==> src/rtl/tt_load_drain_seq_pkg.sv <==
// Shared types for the vector load-queue drain path.
// Ring geometry, drain FSM states and the writeback beat bundle.
package tt_vpu_lq_pkg;

    localparam int LQ_DEPTH = 8;
    localparam int LQID_W   = 3;
    localparam int DATA_W   = 512;

    typedef logic [LQID_W-1:0] lqid_t;

    typedef enum logic [1:0] {
        IDLE,
        WAIT,
        WB
    } drain_state_e;

    typedef struct packed {
        lqid_t             lqid;
        logic [DATA_W-1:0] data;
        logic              last;
    } lq_wb_t;

    // Ring advance; LQ_DEPTH is a power of two so the add wraps.
    function automatic lqid_t lqid_inc(lqid_t l);
        return l + 1'b1;
    endfunction

endpackage

==> src/rtl/tt_load_drain_seq_if.sv <==
// VRF writeback channel: valid/ready beat carrying lqid, data and last.
// master drives the beat, slave returns ready.
interface tt_load_drain_seq_if;
    import tt_vpu_lq_pkg::*;

    logic              valid;
    logic              ready;
    lqid_t             lqid;
    logic [DATA_W-1:0] data;
    logic              last;

    modport master (
        output valid,
        output lqid,
        output data,
        output last,
        input  ready
    );

    modport slave (
        input  valid,
        input  lqid,
        input  data,
        input  last,
        output ready
    );

endinterface

==> src/rtl/tt_load_drain_seq_sat_counter.sv <==
// Saturating event counter: holds at all-ones, clears on reset.
module tt_sat_counter #(
    parameter int W = 32
) (
    input  logic         clk,
    input  logic         reset,
    input  logic         inc,
    output logic [W-1:0] count
);

    always_ff @(posedge clk) begin
        if (reset) begin
            count <= '0;
        end else if (inc && (count != '1)) begin
            count <= count + 1'b1;
        end
    end

endmodule

==> src/rtl/tt_load_drain_seq.sv <==
// Load-queue drain sequencer: walks the LQ ring, forwards data to VRF wb.
// Stall counters built only with TT_LOAD_DRAIN_PERF_EN defined.
module tt_load_drain_seq
    import tt_vpu_lq_pkg::*;
(
    input  logic                clk,
    input  logic                reset,
    input  logic                i_drain_req,
    input  lqid_t               i_drain_ref_count,
    input  lqid_t               i_drain_lqid_start,
    output logic                o_draining,
    input  logic [LQ_DEPTH-1:0] i_lq_data_valid,
    output lqid_t               o_lq_rd_lqid,
    input  logic [DATA_W-1:0]   i_lq_rd_data,
    tt_load_drain_seq_if.master wb,
    output logic                o_lq_commit,
    output lqid_t               o_dest_lqid,
    output logic [31:0]         o_perf_wait_cycles,
    output logic [31:0]         o_perf_bp_cycles
);

    localparam logic [LQID_W:0] FULL_CNT = LQ_DEPTH[LQID_W:0];

    drain_state_e      state;
    lqid_t             ptr;
    logic [LQID_W:0]   remaining;
    lq_wb_t            wb_q;
    logic              wb_valid_q;
    logic              data_rdy;
    logic              last_entry;

    assign data_rdy   = i_lq_data_valid[ptr];
    assign last_entry = (remaining == 'd1);

    always_ff @(posedge clk) begin
        if (reset) begin
            state       <= IDLE;
            ptr         <= '0;
            remaining   <= '0;
            wb_q        <= '0;
            wb_valid_q  <= 1'b0;
            o_draining  <= 1'b0;
            o_lq_commit <= 1'b0;
            o_dest_lqid <= '0;
        end else begin
            o_lq_commit <= 1'b0;
            unique case (state)
                IDLE: begin
                    if (i_drain_req) begin
                        ptr        <= i_drain_lqid_start;
                        // ref count of zero means the whole ring
                        remaining  <= (i_drain_ref_count == '0)
                                      ? FULL_CNT
                                      : {1'b0, i_drain_ref_count};
                        o_draining <= 1'b1;
                        state      <= WAIT;
                    end
                end
                WAIT: begin
                    if (data_rdy) begin
                        wb_q.lqid  <= ptr;
                        wb_q.data  <= i_lq_rd_data;
                        wb_q.last  <= last_entry;
                        wb_valid_q <= 1'b1;
                        state      <= WB;
                    end
                end
                WB: begin
                    if (wb.ready) begin
                        wb_valid_q  <= 1'b0;
                        o_lq_commit <= 1'b1;
                        o_dest_lqid <= ptr;
                        ptr         <= lqid_inc(ptr);
                        remaining   <= remaining - 1'b1;
                        if (last_entry) begin
                            o_draining <= 1'b0;
                            state      <= IDLE;
                        end else begin
                            state <= WAIT;
                        end
                    end
                end
                default: begin
                    state <= IDLE;
                end
            endcase
        end
    end

    assign o_lq_rd_lqid = ptr;
    assign wb.valid     = wb_valid_q;
    assign wb.lqid      = wb_q.lqid;
    assign wb.data      = wb_q.data;
    assign wb.last      = wb_q.last;

`ifdef TT_LOAD_DRAIN_PERF_EN
    logic wait_stall;
    logic bp_stall;

    assign wait_stall = (state == WAIT) && !data_rdy;
    assign bp_stall   = (state == WB) && !wb.ready;

    tt_sat_counter #(.W(32)) u_wait_cnt (
        .clk   (clk),
        .reset (reset),
        .inc   (wait_stall),
        .count (o_perf_wait_cycles)
    );

    tt_sat_counter #(.W(32)) u_bp_cnt (
        .clk   (clk),
        .reset (reset),
        .inc   (bp_stall),
        .count (o_perf_bp_cycles)
    );
`else
    assign o_perf_wait_cycles = '0;
    assign o_perf_bp_cycles   = '0;
`endif

endmodule

==> src/flat_wrapper.sv <==
// flat-port wrapper written by rule: the top's interface ports become plain ports
module tt_load_drain_seq_flat import tt_vpu_lq_pkg::*;
  (clk, reset, i_drain_req, i_drain_ref_count, i_drain_lqid_start, o_draining, i_lq_data_valid, o_lq_rd_lqid, i_lq_rd_data, o_lq_commit, o_dest_lqid, o_perf_wait_cycles, o_perf_bp_cycles, wb_valid, wb_lqid, wb_data, wb_last, wb_ready);
  tt_load_drain_seq_if wb_i ();
  input  logic clk;
  input  logic reset;
  input  logic i_drain_req;
  input  lqid_t i_drain_ref_count;
  input  lqid_t i_drain_lqid_start;
  output logic o_draining;
  input  logic [LQ_DEPTH-1:0] i_lq_data_valid;
  output lqid_t o_lq_rd_lqid;
  input  logic [DATA_W-1:0] i_lq_rd_data;
  output logic o_lq_commit;
  output lqid_t o_dest_lqid;
  output logic [31:0] o_perf_wait_cycles;
  output logic [31:0] o_perf_bp_cycles;
  output wire logic [$bits(wb_i.valid)-1:0] wb_valid;
  output wire logic [$bits(wb_i.lqid)-1:0] wb_lqid;
  output wire logic [$bits(wb_i.data)-1:0] wb_data;
  output wire logic [$bits(wb_i.last)-1:0] wb_last;
  input wire logic [$bits(wb_i.ready)-1:0] wb_ready;
  assign wb_valid = wb_i.valid;
  assign wb_lqid = wb_i.lqid;
  assign wb_data = wb_i.data;
  assign wb_last = wb_i.last;
  assign wb_i.ready = wb_ready;
  tt_load_drain_seq u_core (.clk(clk), .reset(reset), .i_drain_req(i_drain_req), .i_drain_ref_count(i_drain_ref_count), .i_drain_lqid_start(i_drain_lqid_start), .o_draining(o_draining), .i_lq_data_valid(i_lq_data_valid), .o_lq_rd_lqid(o_lq_rd_lqid), .i_lq_rd_data(i_lq_rd_data), .wb(wb_i), .o_lq_commit(o_lq_commit), .o_dest_lqid(o_dest_lqid), .o_perf_wait_cycles(o_perf_wait_cycles), .o_perf_bp_cycles(o_perf_bp_cycles));
endmodule
==> config.mk <==
export PLATFORM = sky130hd
export DESIGN_NAME = tt_load_drain_seq_flat
export DESIGN_NICKNAME = d
export VERILOG_FILES = /design/src/rtl/tt_load_drain_seq_pkg.sv /design/src/rtl/tt_load_drain_seq_if.sv /design/src/rtl/tt_load_drain_seq_sat_counter.sv /design/src/rtl/tt_load_drain_seq.sv /design/src/flat_wrapper.sv
export SDC_FILE = /design/constraint.sdc
export NUM_CORES = 1
export LEC_CHECK = 0
export BUFFER_PORTS_ARGS = -buffer_cell sky130_fd_sc_hd__buf_2
export CORE_AREA = 5 5 438 440
export CTS_CLUSTER_DIAMETER = 40
export DETAILED_ROUTE_END_ITERATION = 16
export DIE_AREA = 0 0 443 445
export GPL_TIMING_DRIVEN = 1
export PLACE_DENSITY = 0.33
export SLEW_MARGIN = 20
export SYNTH_ARGS = -nofsm -noshare
export SYNTH_HDL_FRONTEND = slang
export SYNTH_SLANG_ARGS = --single-unit
==> constraint.sdc <==
create_clock -name clk -period 3.9 [get_ports clk]
set_input_delay 0.585 -clock clk [delete_from_list [all_inputs] [get_ports clk]]
set_output_delay 0.585 -clock clk [all_outputs]
set_load 0.01 [all_outputs]
==> results of run 1 <==
==> final cells by class <==
class	count	area [sq um]
well taps	2495	3120
fillers	21300	152000
inverters	2	7.51
multi-input cells	1691	8560
diodes	8	20.0
repair buffers	1249	7450
flip-flops and latches	531	10600
clock inverters	62	937
clock buffers	195	4060
==> flip-flops by register name (all words and copies together) (netlist names) <==
name	count
u_core.o_dest_lqid	3
u_core.o_draining	1
u_core.o_lq_commit	1
u_core.o_lq_rd_lqid	3
u_core.remaining	4
u_core.state	2
u_core.wb.data	512
u_core.wb.last	1
u_core.wb.lqid	3
u_core.wb.valid	1
==> per-layer routing <==
metal  up-vias  GRT usage  routed length [microns]
li1      11100          -                        -
met1     11800      0.162                    58100
met2       936      0.221                    67200
met3       262     0.0465                    10700
met4         8     0.0356                     3500
met5         -          0                       61
==> worst paths after layout <==
check,startpoint,slack (ps),endpoint
setup / recovery,u_core.o_lq_rd_lqid[0],1190,u_core.wb.data[20]
hold / removal,i_lq_rd_data[388],90,u_core.wb.data[388]
setup reg to reg,u_core.o_lq_rd_lqid[0],1190,u_core.wb.data[20]
hold reg to reg,u_core.wb.valid,460,u_core.wb.valid
==> cells by family (layout without fill, tap and decap cells) <==
family,count (synthesis),in the layout
AOI/OAI and AO/OA,1057,1057
and+or+nand+nor,557,557
DFF,531,531
buffers and inverters,358,1508
muxes,10,10
adders and majority gates,3,3
other,1,72
==> power by group through the flow <==
stage / clock [mW] / combinational, mW / sequential, mW
5_1_grt: 12.8 / 4.60 / 6.22
4_1_cts: 12.5 / 4.33 / 6.17
2_1_floorplan: 0 / 1.93 / 6.44
3_5_place_dp: 0 / 4.22 / 6.26
3_3_place_gp: 0 / 4.24 / 6.25
6_report: 12.2 / 4.22 / 6.17
==> critical path: stages (launching register included) <==
cell and delay, ps:
dfxtp_1 560, mux2i_1 610, a221o_4 360, buf_12 210
buf_4 490, o21ai_0 150, a21oi_1 170
==> synthesized netlist by cell type (2+ instances only) <==
cell type    n  area, sq um
nor2b_1      5         31.3
clkbuf_1   162          608
clkbuf_2    30          150
o211ai_1     2         15.0
nand3_1    515         2580
buf_4       73          548
a21oi_1    524         2620
dfxtp_1    531        10600
buf_1       16         60.1
buf_2       72          360
mux2i_1      6         60.1
buf_6        3         33.8
mux2_2       3         33.8
nor3_1       2         10.0
inv_1        2         7.51
o21ai_0    425         2130
o21ai_1     97          485
nand2_1     12         45.0
nor2_1      11         41.3
ha_1         3         37.5
nand2b_1     4         25.0
a311oi_1     2         17.5
==> results.toml, run 1 <==
[timing]
layout_min_cycle_time_ps = 2710
setup_slack_ps = 1190
grt_setup_unrepaired = "false"
tightest_slew_ps = 1000
period_share = 0.696
fin_setup_tns_ps = 0
fin_skew_ps = 37.0
timing_hold_violations_final = 0
slew_viol_final = 0
holdWs_ps = 92.7
slew_headroom = 0.331
fmax_mhz = 368
setup_viol = 0

[routing]
final_antenna_net_count = 0
dr.pass1.iters = 5
drt_iter0_drc = 1453
drc_errors = 0
via_count = 24200
drt-total-wl_microns = 140000
avgRoutedWirePerCell_microns = 22.4
vias_per_cell = 3.88

[synthesis]
ys_ff_latch = 531
async_flop_share = 0
synthMuxAreaShare = 0.00526
synthAdderAreaFrac = 0.00181
synth-edff-count = 0
synth-simple-area-share = 0.135
syn-cell-area_sq_um = 20700
synth_xor_area_frac = 0
synth_cell_types = 39
yosys_warnings = 0
synth_compound_area_frac = 0.259
synth_flop_cell = "dfxtp_1"
syn_inst = 2517
syn_area_per_cell_sq_um = 8.22
synth_top_family_by_area = "compound AO/OA/AOI/OAI gates"
ys_seq_area_frac = 0.514

[worst_setup_path]
crit_type = "reg -> reg"
startpoint_type = "register"
worstPathRequired_ps = 4560
worstPathMaxFanout = 44
cp.arrival_ps = 3380
end_kind = "register"
r2r_cells = 6

[floorplan]
start_util = 0.110
dieHeight_microns = 445
pin_count = 1119
core_sq_um = 187000
die_area_sq_um = 197000
die_w_microns = 443
row_count = 159

[pwr]
ir_drop_mv = 0.436
p_clk_frac = 0.540
total_power_mw = 22.6
switchingPower_mw = 7.03
seq_power_share = 0.273
p_sw_frac = 0.311
p_leak_nw = 14.4
powerDensity_nw_per_um2 = 649
combPwrFrac = 0.187
power.internal_mw = 15.5

[placement]
dp_hpwl_microns = 105000
dp_slack_ps = 1140
portBuffers = 1054
dp.cells = 5854
place_area_sq_um = 28600
gp_congestion = 0.876

[cts]
postCtsHoldBufs = 114
h-tree-depth = 4
clkSinkCount = 531
clock_path_buffers = 3
cts_tree = "done"
post-cts-setup-buffers = 0
cts.clk_slew.worst_paths_ps = 50
clock_latency_ps = 760
cts_root_buf = "clkbuf_16"
cts_buffers = 142
cts.repair.resized = 0

[grt]
grt_first_pass_wirelength_microns = 189000
grt_pass1_vias = 23400
grt-ovfl-total = 0
grt_max_degree = 96
grtUsageTotal = 0.133
antenna_found_initial = 48

[finish]
fin_nets = 4150
drive_gt1_frac = 0.369
layout_common_cells = "1,053 x buf_2, 531 x dfxtp_1, 524 x a21oi_1"
final_common_cell = "buf_2"
design_area_sq_um = 34800
area_growth_pct = 68.2
final_cells = 6233
fin_util = 0.186

[min_path]
holdCritPathClass = "in -> reg"
min_path_cells = 3

[flow_run]
drv_cap = 0

[outcome]
status = "finished clean"
(Power assumes the default switching activity.)
==> run 2: changes to the inputs <==
CORE_AREA = 5 5 430 432   (was 5 5 438 440)
DIE_AREA = 0 0 435 437   (was 0 0 443 445)
PLACE_DENSITY = 0.34   (was 0.33)
clock period = 2.7 ns   (was 3.9 ns; I/O delays follow)
==> results.toml, run 2 (synthesized netlist as in run 1, its figures left out) <==
[outcome]
status = "finished clean"

[grt]
grt_pass1_vias = 26000
grt_first_pass_wirelength_microns = 198000
grtUsageTotal = 0.142
antenna_found_initial = 18
grt_max_degree = 93
grt-ovfl-total = 0

[placement]
gp_congestion = 0.902
dp_slack_ps = 52.1
portBuffers = 1054
dp_hpwl_microns = 108000

[timing]
setup_slack_ps = 193
tightest_slew_ps = 643
slew_viol_final = 0
setup_viol = 0
fmax_mhz = 399
slew_headroom = 0.571
period_share = 0.929
timing_hold_violations_final = 0
fin_skew_ps = 23.7
holdWs_ps = 51.6
layout_min_cycle_time_ps = 2510

[routing]
final_antenna_net_count = 0
drt_iter0_drc = 1552
drc_errors = 0
dr.pass1.iters = 5
drt-total-wl_microns = 142000
via_count = 25600
avgRoutedWirePerCell_microns = 21.8
vias_per_cell = 3.92

[worst_setup_path]
worstPathMaxFanout = 61
startpoint_type = "register"
worstReg2RegStart = "u_core.o_lq_rd_lqid[0]"
startpoint = "u_core.o_lq_rd_lqid[0]"
crit_type = "reg -> reg"
worstPathRequired_ps = 3360
worstReg2RegEnd = "u_core.wb.data[77]"
r2r_slack_ps = 190
r2r_cells = 6
end_kind = "register"
worstSetupEndpoint = "u_core.wb.data[77]"
cp.arrival_ps = 3160

[finish]
layout_common_cells = "1,053 x buf_2, 531 x dfxtp_1, 524 x a21oi_1"
top_register = "u_core.wb.data"
top_regs = "u_core.wb.data (512), u_core.remaining (4)"
drive_gt1_frac = 0.342
largest_reg_flops = 512
fin_nets = 4577
final_common_cell = "buf_2"
area_growth_pct = 87.2

[floorplan]
core_sq_um = 180000
row_count = 156
start_util = 0.115
pin_count = 1119
die_area_sq_um = 190000
dieHeight_microns = 437
die_w_microns = 435

[cts]
post-cts-setup-buffers = 0
clock_path_buffers = 3
clkSinkCount = 531
cts_tree = "done"
cts_root_buf = "clkbuf_16"
h-tree-depth = 4
cts_buffers = 136
clock_latency_ps = 740
cts.clk_slew.worst_paths_ps = 40

[pwr]
powerDensity_nw_per_um2 = 848
ir_drop_mv = 0.471
total_power_mw = 32.8
p_leak_nw = 16.2

[min_path]
holdCritPathClass = "in -> reg"

[flow_run]
drv_cap = 0
run 2: cell types whose count changed in the layout (fill, tap and decap cells not counted), sizes merged, moves of 2 or more:
cell	delta
diode	+3
buf	+43
clkinv	-2
dlygate4sd3	+390
clkbuf	-10
run 2: what timing repair did:
action                                  CTS  global route
resized for setup                         0             2
hold buffers                            504             0
endpoints found under the hold margin   505             0
endpoints found under the setup margin    0            60
run 2: metrics by stage:
stage | cells | setup TNS, ps | utilization | area [sq um]
3_5_place_dp | 5772 | 0 | 0.160 | 28800
2_1_floorplan | 2580 | 0 | - | 20900
3_3_place_gp | 5772 | 0 | 0.160 | 28800
5_1_grt | 6530 | -38.4 | 0.215 | 38700
6_report | 6533 | 0 | 0.215 | 38700
4_1_cts | 6522 | 0 | 0.215 | 38700
run 2: layer usage:
metal / global-route usage / share of wire / wire length, microns / up-vias
li1: - / - / - / 12000
met1: 0.174 / 0.42 / 60000 / 12500
met2: 0.236 / 0.48 / 68800 / 904
met3: 0.0435 / 0.067 / 9470 / 194
met4: 0.0456 / 0.027 / 3810 / 2
met5: 0 / 0.000063 / 9 / -
run 2: report_power, final:
part           switching [mW]  internal [mW]
Combinational            4.35           2.41
Clock                    5.39           11.7
Sequential              0.372           8.55
run 2: area by class of cell:
class	count	area [sq um]
clock inverter	61	897
antenna	11	27.5
sequential	531	10600
fill	20100	141000
timing repair buffer	1682	11700
inverter	2	7.51
multi-input combinational	1691	8570
clock buffer	185	3920
tap	2370	2970
run 2: critical path, cell delays in order (launching register included):
cell and delay, ps:
dfxtp_1 510, mux2i_2 530, a221o_4 310, buf_12 180, buf_4 520, o21ai_0 160, a21oi_1 170
run 2: how the worst min path moves through the flow:
stage	from	cells after the start	slack, ps	endpoint
2_1_floorplan	u_core.remaining[1]	2	450	u_core.remaining[1]
3_5_place_dp	u_core.wb.data[10]	2	460	u_core.wb.data[10]
3_3_place_gp	u_core.wb.valid	2	450	u_core.wb.valid
4_1_cts	i_lq_rd_data[349]	4	4	u_core.wb.data[349]
5_1_grt	i_lq_rd_data[476]	3	10	u_core.wb.data[476]
6_report	i_lq_rd_data[476]	3	50	u_core.wb.data[476]
==> run 3: changes to the inputs <==
CORE_AREA = 5 5 437 439   (was 5 5 430 432)
DIE_AREA = 0 0 442 444   (was 0 0 435 437)
clock period = 2.08 ns   (was 2.7 ns; I/O delays follow)
==> results.toml, run 3 (synthesized netlist as in run 1, its figures left out) <==
[min_path]
holdCritPathClass = "in -> reg"

[grt]
grt_first_pass_wirelength_microns = 198000
antenna_found_initial = 32
grtUsageTotal = 0.139
grt_max_degree = 79
grt_pass1_vias = 26300
grt-ovfl-total = 0

[timing]
slew_viol_final = 0
holdWs_ps = 250
fmax_mhz = 494
setup_viol = 0
tightest_slew_ps = 505
layout_min_cycle_time_ps = 2020
slew_headroom = 0.663
grt_setup_unrepaired = "true"
fin_skew_ps = 41.6
period_share = 0.973
timing_hold_violations_final = 0

[pwr]
ir_drop_mv = 0.722
powerDensity_nw_per_um2 = 1080
p_leak_nw = 17.0

[worst_setup_path]
timing.critical_path.mode_cell = "buf_12"
crit_family = "buffers and inverters"
cp_slowest_cell = "dfxtp_4"
end_kind = "register"
cp_num_buf_inv = 4
worstPathRequired_ps = 2760
cp.arrival_ps = 2700
crit_type = "reg -> reg"
worstPathMaxFanout = 31
max_stage_delay_ps = 370
startpoint_type = "register"
cp_cell_sequence = "mux2i_1 -> buf_4 -> a221oi_4 -> buf_12 -> buf_16 -> buf_12 -> nand3_1 -> a21oi_1"

[cts]
cts_root_buf = "clkbuf_16"
cts_tree = "done"
clkSinkCount = 531
cts_buffers = 133
clock_latency_ps = 760
cts.clk_slew.worst_paths_ps = 40
h-tree-depth = 4
clock_path_buffers = 3

[routing]
vias_per_cell = 3.85
drt_iter0_drc = 1597
final_antenna_net_count = 0
via_count = 26100
dr.pass1.iters = 5
avgRoutedWirePerCell_microns = 21.2
drt-total-wl_microns = 144000
drc_errors = 0

[floorplan]
dieHeight_microns = 444
core_sq_um = 187000
pin_count = 1119
row_count = 159
die_w_microns = 442
start_util = 0.111
die_area_sq_um = 196000

[outcome]
status = "finished clean"

[finish]
fin_nets = 4705
design_area_sq_um = 40400
fill_cells = 20700
area_growth_pct = 95.4
top_regs = "u_core.wb.data (512), u_core.remaining (4)"
drive_gt1_frac = 0.359
top_register = "u_core.wb.data"
fin_util = 0.216
largest_reg_flops = 512
layout_common_cells = "1,053 x buf_2, 527 x dfxtp_1, 524 x a21oi_1"
final_common_cell = "buf_2"

[placement]
place_area_sq_um = 30200
dp_hpwl_microns = 112000
gp_congestion = 0.881
portBuffers = 1054

[flow_run]
drv_cap = 0
-- run 3: what timing repair did --
action                     4_1_cts  5_1_grt
hold buffers                   522        0
pin swaps                        0        1
gates resized for setup          2       15
hold endpoints to repair       523        0
setup buffers                    1        6
cloned                           0        2
setup endpoints to repair      414      420
-- run 3: stage by stage --
stage / TNS, ps / setup WS, ps / total power, mW / std cells
final: 0 / 57.1 / 43.5 / 6790
after global routing: -97.9 / -29.8 / 45.6 / 6787
after CTS: 0 / 3.56 / 44.1 / 6765
after detailed placement: -6230 / -97.7 / 20.7 / 6001
after global placement: -768 / -87.2 / 20.7 / 6001
after floorplan: 0 / 197 / 15.7 / 2580
-- run 3: worst register-to-register path, delay by kind of cell, from the launching register on --
kind | cells | cell delay, ps
flops | 1 | 370
simple gates | 1 | 140
buf+inv | 4 | 840
compound gates | 2 | 480
mux | 1 | 130
-- run 3: worst paths after layout --
path                                        startpoint                  end  slack [ps]  cells after the start
worst max-delay path            u_core.o_lq_rd_lqid[0]  u_core.wb.data[388]          60                      8
worst min-delay path                i_lq_data_valid[2]      u_core.state[0]         250                      5
worst max register to register  u_core.o_lq_rd_lqid[0]  u_core.wb.data[388]          60                      8
worst min register to register     u_core.wb.data[429]  u_core.wb.data[429]         470                      2
-- run 3: per-layer routing --
layer / GRT usage / vias to the layer above / share of wire
li1: - / 12300 / -
met1: 0.167 / 12600 / 0.41
met2: 0.227 / 974 / 0.47
met3: 0.0489 / 254 / 0.076
met4: 0.0531 / 10 / 0.035
met5: 0 / - / 0.00046
-- run 3: area by class of cell --
cell class | count | area [sq um] | area share
flip-flops and latches | 531 | 10600 | 0.263
repair buffers | 1813 | 13200 | 0.327
well taps | 2495 | 3120 | 0.0772
multi-input cells | 1691 | 8580 | 0.212
clock buffers | 177 | 3770 | 0.0934
clock inverters | 64 | 1040 | 0.0256
inverters | 2 | 7.51 | 0.000186
diodes | 17 | 42.5 | 0.00105
-- run 3: where the power goes --
group          leakage (nW)  internal (mW)  switching, mW
clock network          2.32           14.7           7.32
registers              4.32           11.1          0.483
logic                  10.3           4.01           5.89
